===== config.mk =====
export PLATFORM = sky130hd
export DESIGN_NAME = traffic_light_ctrl
export DESIGN_NICKNAME = d
export VERILOG_FILES = /design/src/rtl/traffic_light_ctrl.sv
export SDC_FILE = /design/constraint.sdc
export NUM_CORES = 1
export LEC_CHECK = 0
export CAP_MARGIN = 15
export CORE_MARGIN = 1
export CORE_UTILIZATION = 40
export CTS_CLUSTER_DIAMETER = 30
export DETAILED_ROUTE_END_ITERATION = 10
export SKIP_LAST_GASP = 1
export SLEW_MARGIN = 20
export SYNTH_ARGS = -nofsm -noshare
export SYNTH_HDL_FRONTEND = slang
export SYNTH_SLANG_ARGS = --single-unit

===== constraint.sdc =====
create_clock -name clk_100MHz -period 3.94 [get_ports clk_100MHz]
set_clock_uncertainty 0.2 [all_clocks]
set_input_delay 0.591 -clock clk_100MHz [delete_from_list [all_inputs] [get_ports clk_100MHz]]
set_output_delay 0.591 -clock clk_100MHz [all_outputs]
set_load 0.05 [all_outputs]

===== src/rtl/traffic_light_ctrl.sv =====
// rtl/traffic_light_ctrl.sv - two-road traffic-light sequencer with pedestrian phase
//
// Purpose: steps north-south / east-west lights through green, yellow and
// all-red phases, with an optional pedestrian WALK phase after ALLRED2. The
// phase timers advance on a one-cycle tick. The tick comes from a synchronised
// rising edge of the external 1 Hz wave. That wave is sampled as data and is
// never used as a clock.
//
// Ports:
//   clk_100MHz   in   system clock
//   reset        in   asynchronous active-high reset
//   clk_1Hz      in   asynchronous 1 Hz square wave
//   ped_req      in   asynchronous pedestrian button (level or pulse)
//   ns_light     out  {red, yellow, green} north-south, one-hot
//   ew_light     out  {red, yellow, green} east-west, one-hot
//   walk         out  pedestrian walk lamp
//   seconds_left out  ticks remaining in the current phase
//   tick         out  one-cycle strobe per 1 Hz rising edge
module traffic_light_ctrl #(
  parameter int GREEN_S  = 10,
  parameter int YELLOW_S = 3,
  parameter int ALLRED_S = 1,
  parameter int WALK_S   = 5
) (
  input  logic       clk_100MHz,
  input  logic       reset,
  input  logic       clk_1Hz,
  input  logic       ped_req,
  output logic [2:0] ns_light,
  output logic [2:0] ew_light,
  output logic       walk,
  output logic [5:0] seconds_left,
  output logic       tick
);

  // A zero duration would leave the timer at 0, so it is raised to 1.
  localparam logic [5:0] L_GREEN  = (GREEN_S  < 1) ? 6'd1 : 6'(GREEN_S);
  localparam logic [5:0] L_YELLOW = (YELLOW_S < 1) ? 6'd1 : 6'(YELLOW_S);
  localparam logic [5:0] L_ALLRED = (ALLRED_S < 1) ? 6'd1 : 6'(ALLRED_S);
  localparam logic [5:0] L_WALK   = (WALK_S   < 1) ? 6'd1 : 6'(WALK_S);

  typedef enum logic [2:0] {
    S_NS_GREEN  = 3'd0,
    S_NS_YELLOW = 3'd1,
    S_ALLRED1   = 3'd2,
    S_EW_GREEN  = 3'd3,
    S_EW_YELLOW = 3'd4,
    S_ALLRED2   = 3'd5,
    S_WALK      = 3'd6
  } state_t;

  logic       r_s1, r_s2, r_s3;
  logic [1:0] r_fill;
  logic       r_armed;
  logic       r_p1, r_p2;
  logic       r_ped_pending;
  state_t     r_state;
  logic [5:0] r_timer;

  logic       w_tick;
  logic       w_enter_walk;
  state_t     w_next_state;
  logic [5:0] w_next_timer;

  function automatic logic [5:0] dur_of(input state_t s);
    case (s)
      S_NS_GREEN, S_EW_GREEN:   dur_of = L_GREEN;
      S_NS_YELLOW, S_EW_YELLOW: dur_of = L_YELLOW;
      S_WALK:                   dur_of = L_WALK;
      default:                  dur_of = L_ALLRED;
    endcase
  endfunction

  // s2 holds a real sample of the wave only once two edges have passed
  // since reset. Arming on a genuine low keeps a wave that is already high
  // at reset release from producing a tick.
  assign w_tick       = r_armed & r_s2 & ~r_s3;
  assign tick         = w_tick;
  assign seconds_left = r_timer;

  always_ff @(posedge clk_100MHz or posedge reset) begin
    if (reset) begin
      r_s1          <= 1'b0;
      r_s2          <= 1'b0;
      r_s3          <= 1'b0;
      r_fill        <= 2'd0;
      r_armed       <= 1'b0;
      r_p1          <= 1'b0;
      r_p2          <= 1'b0;
      r_ped_pending <= 1'b0;
      r_state       <= S_ALLRED2;
      r_timer       <= L_ALLRED;
    end else begin
      r_s1 <= clk_1Hz;
      r_s2 <= r_s1;
      r_s3 <= r_s2;
      if (r_fill != 2'd2) begin
        r_fill <= r_fill + 2'd1;
      end
      r_armed       <= r_armed | ((r_fill == 2'd2) & ~r_s2);
      r_p1          <= ped_req;
      r_p2          <= r_p1;
      // A request still present on the WALK-entry cycle must survive the clear.
      r_ped_pending <= r_p2 | (r_ped_pending & ~w_enter_walk);
      r_state       <= w_next_state;
      r_timer       <= w_next_timer;
    end
  end

  always_comb begin
    w_next_state = r_state;
    w_next_timer = r_timer;
    w_enter_walk = 1'b0;
    ns_light     = 3'b100;
    ew_light     = 3'b100;
    walk         = 1'b0;

    if (w_tick) begin
      if (r_timer == 6'd1) begin
        case (r_state)
          S_NS_GREEN:  w_next_state = S_NS_YELLOW;
          S_NS_YELLOW: w_next_state = S_ALLRED1;
          S_ALLRED1:   w_next_state = S_EW_GREEN;
          S_EW_GREEN:  w_next_state = S_EW_YELLOW;
          S_EW_YELLOW: w_next_state = S_ALLRED2;
          S_ALLRED2: begin
            if (r_ped_pending) begin
              w_next_state = S_WALK;
              w_enter_walk = 1'b1;
            end else begin
              w_next_state = S_NS_GREEN;
            end
          end
          S_WALK:      w_next_state = S_NS_GREEN;
          default:     w_next_state = S_ALLRED2;
        endcase
        w_next_timer = dur_of(w_next_state);
      end else begin
        w_next_timer = r_timer - 6'd1;
      end
    end

    case (r_state)
      S_NS_GREEN:  ns_light = 3'b001;
      S_NS_YELLOW: ns_light = 3'b010;
      S_EW_GREEN:  ew_light = 3'b001;
      S_EW_YELLOW: ew_light = 3'b010;
      S_WALK:      walk     = 1'b1;
      default: begin
        ns_light = 3'b100;
        ew_light = 3'b100;
      end
    endcase
  end

endmodule


==> results.txt <==
* Number of I/O pins: 18
- During placement, the flow inserted port buffers numbering 17.
- Setup violations remaining at the end of the flow were counted as 0.
- Counting every instance in the synthesized netlist gives 85.
- CP cell instances: inv_1 -> nor3_1 -> clkdlybuf4s50_1
* Max Transition Viols Final: 0
* Wirelength, routed: about 1600 um
- Number of buffers inserted for hold repair after clock tree synthesis: 0
- After legalization and detailed placement, the total HPWL measured 1200 um.
- Buffers inserted during post-CTS setup optimization: 0
* Total overflow reported by the global router: 0
* Peak fanout along the critical path: 7
- 1st-pass router iterations: 3
- Hold depth: 0
* Area enclosed by the die boundary: 2370 um2
- Detailed routing inserted a total of around 670 vias.
- Nature of the critical path endpoint: output port
- Met1 track demand over resource: between 20% and 30%
* Tcrit/Tclk final: 75.4%
- Entering global routing, the biggest net connects 19 pins.
- Number of global-route vias before repair: 700
- For this run, the top clock speed supported by timing is between 300 and 400 MHz.
* Global Route met3 Usage: roughly 3.1%
* Busiest layer in global routing: met2
* Starting density of the core: a little over two fifths
* Global-route total usage across every layer: between 15 and 20%
- Final min period: 2970 ps
- TritonCTS built the clock tree.
- The net count of the finished layout is ~110.
- Global placer's final weighted congestion: 0.737
* Delay of the slowest cell on the worst path: 870 ps
- In this run the cell area of the synthesized design comes to 872 um2.
* DIE WIDTH: 48.7 um
* Setup total negative slack: 0 ps
- Status: complete, no violations
* Worst hold path startpoint: r_s1
- Worst ir drop on vdd: 0.000427 V
- Area delta synth->final: 27.1%
- Post-cts sizing count: 0
- Most common cell after layout, fill and taps aside: clkdlybuf4s50_1
- Finished layout cell area: 1110 um2
- Of the synthesized area, sequential elements account for 52.1%.
* Clock insertion delay at the later pin of the skew report: 290 ps
* Worst min-delay path class: flop to flop
* Non-Filler Instances: 132
* Cell count after placement: 128
* Number of inserted diodes: 0
- Area of the core: 2000 um2
- Areal power density over the cells: 697 nW/um2
* Post-synthesis sequential element count: 18
- After layout, the design draws a total of 772 uW.
- For this design the static power due to leakage is around 0.00048 uW.
- The tool flagged a number of max-cap violations equal to 0.
- Drt via density: 5.06
* Syn Nets: 92
- Per-cell routed wire length: 12.5 um
- For hold timing, the worst endpoint is r_s2.
- After the first detailed-routing iteration, the DRC count stood at 8.
- Max-slew headroom at the worst pin: 54.8%
- The number of cells on the worst reg-to-reg path is 5.
- By area the synthesized netlist is led by dfrtp_1, dfstp_2, o21ai_0, ha_1, nor3_1.
* Clock buffer count from CTS: 3
- Global-route wire length before repair: 3040 um
* TritonCTS Sinks: 18
- Number of fillers in the final layout: 186
* Row Count: 16
- GR Layer Usage met2: a little under 30%
* Area leader, netlist: dfrtp_1
- After synthesis, the largest area contributor takes up 43.0% of total cell area.
- Antenna violations before repair: 0
* Clock transition at path regs: approximately 100 ps
- CTS built an H-tree with a depth of 1.
- Reg2Reg Setup Slack: 1700 ps
- Mean post-synth cell area: 10.3 um2
* Slew at the pin closest to its max-slew limit: approximately 680 ps
- STA classifies the critical path startpoint as a flop.
- The number of hold violations in the final report was 0.
- Data on the critical path is required at its endpoint by 3150 ps.
- For the worst setup path, the data arrival time is 2180 ps.
* Clock Root Buffer: clkbuf_4
* Commonest cells after routing, fill and taps aside: clkdlybuf4s50_1, dfrtp_1, o21ai_0
- Residual DRC count: 0
- The post-route netlist has 8.57% of its cells at a drive strength greater than 1.
- Slowest stage cell on the critical path: clkdlybuf4s50_1
* Placement Cell Area: 1070 um2
- R2r endpoint: r_state[2]
* Start of the worst register-to-register path: seconds_left[0]
- During synthesis, Yosys emitted a total of 0 warnings.
* Count of distinct cell types in the synthesized netlist: 31
* Antenna Nets Post-Route: 0
- The longest clock path from root to sink contains 2 buffers.
- The die is 48.7 um tall.
- Setup repair after global routing left no endpoint under its margin.
- Classification of the worst setup path: flop to output port
==> state kept, by name, indices dropped and copies added, names as in the netlist <==
name and count:
r_armed 1, r_fill 2, r_p1 1, r_p2 1, r_ped_pending 1, r_s1 1
r_s2 1, r_s3 1, r_state 3, seconds_left 6
==> power breakdown <==
group	leakage (uW)	internal, uW	switching, uW
Sequential	0.000204	228	61.1
Combinational	0.000253	135	235
Clock	0.0000210	56.4	56.1
==> routing by layer <==
layer	share of wire, %	vias up
li1	-	341
met1	50	311
met2	45	12
met3	3.0	4
met4	1.9	0
met5	0	-
==> kinds of logic after synthesis <==
logic type	Yosys count	synth area share, %
AO/OA/AOI/OAI	22	15.9
XOR/XNOR	2	2.01
adder cells (fa/ha/maj)	3	4.30
buffers and inverters	9	3.87
flip-flops	18	52.1
multiplexers	1	1.15
AND/OR/NAND/NOR	30	20.7
==> cells in the mapped netlist <==
cell type / n
nor4b_2: 1
dfstp_2: 3
nand2b_1: 1
xnor2_1: 1
a22oi_1: 1
a311o_1: 1
o21ai_0: 9
nor2b_1: 2
ha_1: 3
nor3b_1: 1
mux2i_1: 1
or4b_1: 1
and3_1: 2
nand3_1: 2
nor2_1: 5
nor3_1: 6
xor2_1: 1
a22o_1: 1
a21oi_1: 4
or4_1: 1
or3b_1: 1
o21a_1: 1
clkbuf_1: 1
inv_1: 8
nand3b_1: 1
o22a_1: 2
or3_1: 1
a21o_1: 3
and4bb_2: 1
nand2_1: 4
dfrtp_1: 15
==> cell type report <==
cell class / count / area (um2) / area share, %
repair buffers: 17 / 170 / 15.3
clock buffers: 4 / 36.3 / 3.27
flip-flops and latches: 18 / 454 / 41.0
well taps: 27 / 33.8 / 3.05
inverters: 8 / 30.0 / 2.71
multi-input cells: 58 / 384 / 34.7
==> metrics by stage <==
step | hold slack, ps | setup WS, ps | util (%)
after detailed placement | 136 | 1300 | 53.6
after global placement | 133 | 1340 | 53.6
final | 157 | 971 | 55.4
after global routing | 174 | 834 | 55.4
after CTS | 160 | 960 | 55.4
after floorplan | 131 | 736 | -
==> critical path, delay by kind of cell, from the launching register on <==
kind | cells | cell delay, ps
flops | 1 | 590
simple gates | 1 | 310
buf+inv | 2 | 980
==> worst max path at each step <==
stage / from / to / slack, ps
after floorplan: r_state[2] / ew_light[2] / 740
after global placement: r_state[2] / ew_light[1] / 1340
after detailed placement: r_state[2] / ew_light[1] / 1300
after CTS: r_state[2] / ew_light[1] / 960
after global routing: r_state[2] / ew_light[1] / 830
final: r_state[2] / ew_light[1] / 970
Power figures use the tool's default switching activity.
